`src/rtl/div_clk_monitor_if.sv`:
```
// Bundle of the monitored slow clock, error-clear control and status outputs
// shared between div_clk_monitor and whatever drives/observes it.
interface div_clk_monitor_if #(
  parameter int CNT_W = 32
);
  logic             div_clk;
  logic             clr_err;
  logic [CNT_W-1:0] half_period;
  logic             period_valid;
  logic             in_window;
  logic             locked;
  logic             lost;
  logic [7:0]       err_cnt;

  modport master (
    output div_clk, clr_err,
    input  half_period, period_valid, in_window, locked, lost, err_cnt
  );

  modport slave (
    input  div_clk, clr_err,
    output half_period, period_valid, in_window, locked, lost, err_cnt
  );
endinterface

```
`src/rtl/div_clk_monitor.sv`:
```
// Measures each half-period of an asynchronous slow clock in clk cycles and reports
// lock, loss of signal and a saturating error count. Optional: DIV_CLK_DUTY_CHECK_EN.
module div_clk_monitor #(
  parameter int               CNT_W   = 32,
  parameter logic [CNT_W-1:0] EXPECT  = 32'd25000001,
  parameter logic [CNT_W-1:0] TOL     = 32'd16,
  parameter logic [CNT_W-1:0] TIMEOUT = 32'd50000000,
  parameter int               LOCK_N  = 2
) (
  input logic              clk,
  input logic              reset,
  div_clk_monitor_if.slave mon
);

  typedef enum logic [1:0] {WAIT_EDGE, MEASURE, LOCKED} state_t;

  // Window bounds are one bit wider so EXPECT+TOL cannot wrap
  localparam logic [CNT_W:0] WIN_LO   = (EXPECT >= TOL) ? ({1'b0, EXPECT} - {1'b0, TOL}) : '0;
  localparam logic [CNT_W:0] WIN_HI   = {1'b0, EXPECT} + {1'b0, TOL};
  localparam logic [4:0]     LOCK_TGT = 5'(LOCK_N);

  state_t           state;
  logic             s1, s2, s3;
  logic [CNT_W-1:0] cnt;
  logic [3:0]       good_run;
  logic             div_edge;
  logic [CNT_W:0]   meas;
  logic             win_now;
  logic             meas_ok;
  logic             timeout;
  logic             err_bump;

  assign div_edge = s2 ^ s3;
  assign meas     = {1'b0, cnt} + {{CNT_W{1'b0}}, 1'b1};
  assign win_now  = (meas >= WIN_LO) && (meas <= WIN_HI);
  assign timeout  = !div_edge && (cnt == TIMEOUT);
  assign err_bump = (state == LOCKED) && ((div_edge && !meas_ok) || timeout);

`ifdef DIV_CLK_DUTY_CHECK_EN
  logic [CNT_W:0] prev_m;
  logic [CNT_W:0] m_diff;

  assign m_diff  = (meas >= prev_m) ? (meas - prev_m) : (prev_m - meas);
  assign meas_ok = win_now && !((state == LOCKED) && (m_diff > {1'b0, TOL}));

  always_ff @(posedge clk or negedge reset) begin
    if (!reset) begin
      prev_m <= '0;
    end else if (state != WAIT_EDGE) begin
      if (div_edge) begin
        prev_m <= meas;
      end else if (timeout) begin
        prev_m <= '0;
      end
    end
  end
`else
  assign meas_ok = win_now;
`endif

  // Two-flop synchroniser plus history flop for both-edge detection
  always_ff @(posedge clk or negedge reset) begin
    if (!reset) begin
      s1 <= 1'b0;
      s2 <= 1'b0;
      s3 <= 1'b0;
    end else begin
      s1 <= mon.div_clk;
      s2 <= s1;
      s3 <= s2;
    end
  end

  always_ff @(posedge clk or negedge reset) begin
    if (!reset) begin
      cnt <= '0;
    end else if (div_edge) begin
      cnt <= '0;
    end else if (cnt != TIMEOUT) begin
      cnt <= cnt + 1'b1;
    end
  end

  // Clear has priority over an increment landing in the same cycle
  always_ff @(posedge clk or negedge reset) begin
    if (!reset) begin
      mon.err_cnt <= '0;
    end else if (mon.clr_err) begin
      mon.err_cnt <= '0;
    end else if (err_bump && (mon.err_cnt != 8'hFF)) begin
      mon.err_cnt <= mon.err_cnt + 8'd1;
    end
  end

  always_ff @(posedge clk or negedge reset) begin
    if (!reset) begin
      state            <= WAIT_EDGE;
      good_run         <= '0;
      mon.half_period  <= '0;
      mon.period_valid <= 1'b0;
      mon.in_window    <= 1'b0;
      mon.locked       <= 1'b0;
      mon.lost         <= 1'b0;
    end else begin
      mon.period_valid <= 1'b0;
      case (state)
        WAIT_EDGE: begin
          if (div_edge) begin
            state    <= MEASURE;
            mon.lost <= 1'b0;
          end else if (cnt == TIMEOUT) begin
            mon.lost <= 1'b1;
          end
        end
        MEASURE, LOCKED: begin
          if (div_edge) begin
            mon.half_period  <= meas[CNT_W-1:0];
            mon.period_valid <= 1'b1;
            mon.in_window    <= meas_ok;
            if (!meas_ok) begin
              good_run   <= '0;
              mon.locked <= 1'b0;
              state      <= MEASURE;
            end else if (state == MEASURE) begin
              good_run <= good_run + 4'd1;
              if (({1'b0, good_run} + 5'd1) >= LOCK_TGT) begin
                state      <= LOCKED;
                mon.locked <= 1'b1;
              end
            end
          end else if (timeout) begin
            mon.lost   <= 1'b1;
            mon.locked <= 1'b0;
            good_run   <= '0;
            state      <= WAIT_EDGE;
          end
        end
        default: state <= WAIT_EDGE;
      endcase
    end
  end

endmodule

```
`src/flat_wrapper.sv`:
```
// flat-port wrapper written by rule: the top's interface ports become plain ports
module div_clk_monitor_flat 
#(
  parameter int               CNT_W   = 32,
  parameter logic [CNT_W-1:0] EXPECT  = 32'd25000001,
  parameter logic [CNT_W-1:0] TOL     = 32'd16,
  parameter logic [CNT_W-1:0] TIMEOUT = 32'd50000000,
  parameter int               LOCK_N  = 2
)
  (clk, reset, mon_div_clk, mon_clr_err, mon_half_period, mon_period_valid, mon_in_window, mon_locked, mon_lost, mon_err_cnt);
  div_clk_monitor_if #(.CNT_W(CNT_W)) mon_i ();
  input logic clk;
  input logic reset;
  input wire logic [$bits(mon_i.div_clk)-1:0] mon_div_clk;
  input wire logic [$bits(mon_i.clr_err)-1:0] mon_clr_err;
  output wire logic [$bits(mon_i.half_period)-1:0] mon_half_period;
  output wire logic [$bits(mon_i.period_valid)-1:0] mon_period_valid;
  output wire logic [$bits(mon_i.in_window)-1:0] mon_in_window;
  output wire logic [$bits(mon_i.locked)-1:0] mon_locked;
  output wire logic [$bits(mon_i.lost)-1:0] mon_lost;
  output wire logic [$bits(mon_i.err_cnt)-1:0] mon_err_cnt;
  assign mon_i.div_clk = mon_div_clk;
  assign mon_i.clr_err = mon_clr_err;
  assign mon_half_period = mon_i.half_period;
  assign mon_period_valid = mon_i.period_valid;
  assign mon_in_window = mon_i.in_window;
  assign mon_locked = mon_i.locked;
  assign mon_lost = mon_i.lost;
  assign mon_err_cnt = mon_i.err_cnt;
  div_clk_monitor #(.CNT_W(CNT_W), .EXPECT(EXPECT), .TOL(TOL), .TIMEOUT(TIMEOUT), .LOCK_N(LOCK_N)) u_core (.clk(clk), .reset(reset), .mon(mon_i));
endmodule
```
`config.mk`:
```
export PLATFORM = sky130hd
export DESIGN_NAME = div_clk_monitor_flat
export DESIGN_NICKNAME = d
export VERILOG_FILES = /design/src/rtl/div_clk_monitor_if.sv /design/src/rtl/div_clk_monitor.sv /design/src/flat_wrapper.sv
export SDC_FILE = /design/constraint.sdc
export NUM_CORES = 1
export LEC_CHECK = 0
export ABC_AREA = 1
export CORE_UTILIZATION = 52
export DETAILED_ROUTE_END_ITERATION = 8
export PLACE_DENSITY = 0.76
export SYNTH_ARGS = -nofsm -noshare
export SYNTH_HDL_FRONTEND = slang
export SYNTH_SLANG_ARGS = --single-unit
export TNS_END_PERCENT = 30
```
`constraint.sdc`:
```
create_clock -name clk -period 2.4 [get_ports clk]
set_input_delay 0.24 -clock clk [delete_from_list [all_inputs] [get_ports clk]]
set_output_delay 0.24 -clock clk [all_outputs]
set_load 0.1 [all_outputs]
```
==> impl_results.md <==
- Max clock buf depth: 2
- Reg2reg end: u_core.mon.err_cnt[0]$_DFFE_PN0P_
- WHS: 314 ps
- Filler cell count in the final layout: 764
- Initial core utilization: 0.543
- Final setup skew: 10.6 ps
- Post-synthesis cell type count: 33
- Clock Sinks: 85
- Cts bufs inserted: 9
- Area Overhead vs Synth: 35.8%
- Total Nets Final: 901
- Relative slew slack: 0.697
- Cells after DPL: 980
- Highest Clock Rate: 373 MHz
- CP Launch Type: flip-flop
- Violated checks: setup timing
- Crit path capture type: flip-flop
- Detail Route Antenna Nets: 0
- Drt via density: 5.28
- Worst skew pair latency: 370 ps
- Via count: 5,381
- Worst reg-to-reg path cell count: 18
- Synth area leaders: dfrtp_1, nand2_1, nor2_1
- Core area: 0.00933 mm²
- Post-synth top area cell: dfrtp_1
- RSZ-0062 raised after global routing: true
- Critical path type: flip-flop to flip-flop
- Syn Nets: 745
- Area fraction of the dominant cell type after synthesis: 0.420
- Sequential share of the synthesized area: 0.420
- HP Start: mon_div_clk
- Tot GR Track Use: 0.315
- Sequential Power Share: 0.434
- Hold crit path type: input port to flip-flop
- Worst setup path start: u_core.cnt[1]$_DFFE_PN0N_
- Post-DP Area: 0.00619 mm²
- Hold EP: u_core.s1$_DFF_PN0_
- Root Buffer: clkbuf_8
- Final setup vio count: 18
- 1st-iter DRT viols: 241
- Critical Path Fanout Max: 7
- Share of post-route cells with drive strength above 1: 0.295
- VDD IR max: 0.601 mV
- Worst R2R Start: u_core.cnt[1]$_DFFE_PN0N_
- Largest net degree at the start of global routing: 52
- Die X: 101 µm
- Total die area: 0.0101 mm²
- Max-slew violation count: 0
- Clk pwr share: 0.296
- R2R setup slack: -280 ps
- Maxcap violations: 0
- Pwr/cell area: 518 mW/mm²
- Core Util, Final: 0.738
- Final wirelength: 15,100 µm
- Synth Register Bits: 85
- Synthesized area: 0.00507 mm²
- Final worst path period share: 1.12
- Synth warnings: 0
- Avg Inst Size Synth: 6.93 µm²
- Num ports: 48
- Leakage power: 3.45 nW
- TritonCTS clock tree: yes
- GRT overflow: 0
- First-pass GRT wire length: 24,600 µm
- Ys async rst share: 1.00
- Outcome: complete, but fails checks
- Row count: 35
- Non-filler instance count after layout: 1,020
- Die height: 101 µm
- Wire per inst: 14.8 µm
- WHS Path Cells: 1
- Number of diodes: 0
- Initial antenna violation count: 0
- Design area: 0.00688 mm²
- Least-Margin Pin Slew: 454 ps
- Worst endpoint data arrival time: 2940 ps
- Combinational share of power: 0.269
- WP data required: 2660 ps
- Synth Flop Type: dfrtp_1
- Drt pass-1 iters: 5
- Most common cell after layout, fill and taps aside: nand2_1
- H-tree depth: 3
- Vias in the first global route: 5,227
- Placer Congestion: 0.989
- Detailed-route DRC error count: 0
- Port bufs: 47
- Most frequent cells in the layout: nand2_1, buf_4, nor2_1
- Post-DP HPWL: 10,900 µm
- Setup ws final: -284 ps
- Sw frac: 0.378
- Clock transition at path regs: 90 ps
- Final Hold Fails: 0
- Period minus WS final: 2680 ps
- TNS Setup: -3760 ps
- Switch Pwr: 1.35 mW
- Mapped Cells: 731
- Post-synth EDFFs: 0
- Internal power: 2.22 mW
==> worst max path at each step <==
stage | slack, ps | cells past startpoint | end
2_1_floorplan | 90 | 20 | u_core.mon.err_cnt[6]$_DFFE_PN0P_
3_3_place_gp | -220 | 18 | u_core.mon.err_cnt[6]$_DFFE_PN0P_
3_5_place_dp | -340 | 18 | u_core.mon.err_cnt[6]$_DFFE_PN0P_
4_1_cts | -180 | 20 | u_core.mon.err_cnt[6]$_DFFE_PN0P_
5_1_grt | -470 | 21 | u_core.state[0]$_DFFE_PN0P_
6_report | -280 | 18 | u_core.mon.err_cnt[0]$_DFFE_PN0P_
==> synthesized netlist by cell type, types with 2 or more instances <==
cell / n
inv_1: 73
nand2_2: 3
and2_1: 2
nor3_1: 5
nand3b_1: 3
o21ai_0: 39
nor4_1: 3
xor2_1: 7
nand2_1: 258
nand4_1: 20
dfrtp_1: 85
nor2_1: 114
ha_1: 10
nand2_4: 4
o21bai_1: 2
nor2_4: 7
nand3_1: 55
nor2_2: 6
clkbuf_1: 8
xnor2_1: 3
inv_2: 6
or2_2: 2
a21oi_1: 6
==> area by class of cell <==
cell class	count	area [µm²]	area share
Timing Repair Buffer	153	1230	0.179
Tap cell	129	161	0.0235
Multi-Input combinational cell	558	2860	0.416
Sequential cell	85	2130	0.310
Clock inverter	6	71.3	0.0104
Inverter	80	300	0.0436
Clock buffer	9	124	0.0180
==> layer usage <==
| layer | GRT usage | share of wire |
|---|---|---|
| met1 | 0.400 | 0.42 |
| met2 | 0.513 | 0.47 |
| met3 | 0.0465 | 0.052 |
| met4 | 0.188 | 0.055 |
| met5 | 0 | 0 |
==> timing repair <==
item                                    CTS  global route
hold buffers                              1             0
resized for setup                        44            46
pin swaps                                21            31
endpoints found under the hold margin    34             0
endpoints found under the setup margin   16            19
setup buffers                            15             8
gates cloned                              1             0
==> power groups by stage <==
stage                     Combinational (mW)  Clock (mW)  Sequential [mW]
after floorplan                        0.285           0             1.95
after global placement                 0.919           0             1.57
after detailed placement               0.939           0             1.57
after CTS                              0.946        1.07             1.55
after global routing                    1.03        1.13             1.56
final                                  0.960        1.06             1.55
==> sequential cells by signal (all words and copies together), names as in the netlist, 2 cells and up <==
name / flops
u_core.mon.err_cnt: 8
u_core.state: 2
u_core.good_run: 4
u_core.mon.half_period: 32
u_core.cnt: 32
==> critical path, cell delays in order (launching register included) <==
cell,delay (ps)
dfrtp_1,440
ha_4,180
nand2_2,70
nor2_4,170
nand2_4,120
o21ai_0,280
nand2_2,140
nand3_1,100
nor2_1,60
nor2_2,150
nand2_1,100
nand2_1,60
nand2_1,60
nand2_2,120
nand3_4,140
nand2_4,160
nand2_8,80
nand2_2,70
nand2_1,60
==> cell families after synthesis <==
kind of cell	share of synthesized area
AOI/OAI and AO/OA	0.0548
xor gates and xnor gates	0.0173
adders and majority gates	0.0247
buffers and inverters	0.0659
DFF	0.420
and+or+nand+nor	0.418
==> metrics by stage <==
step	setup slack [ps]	power (mW)
after floorplan	86.6	2.24
after global placement	-224	2.49
after detailed placement	-335	2.51
after CTS	-179	3.56
after global routing	-472	3.72
final	-284	3.57
(Power assumes the default switching activity.)
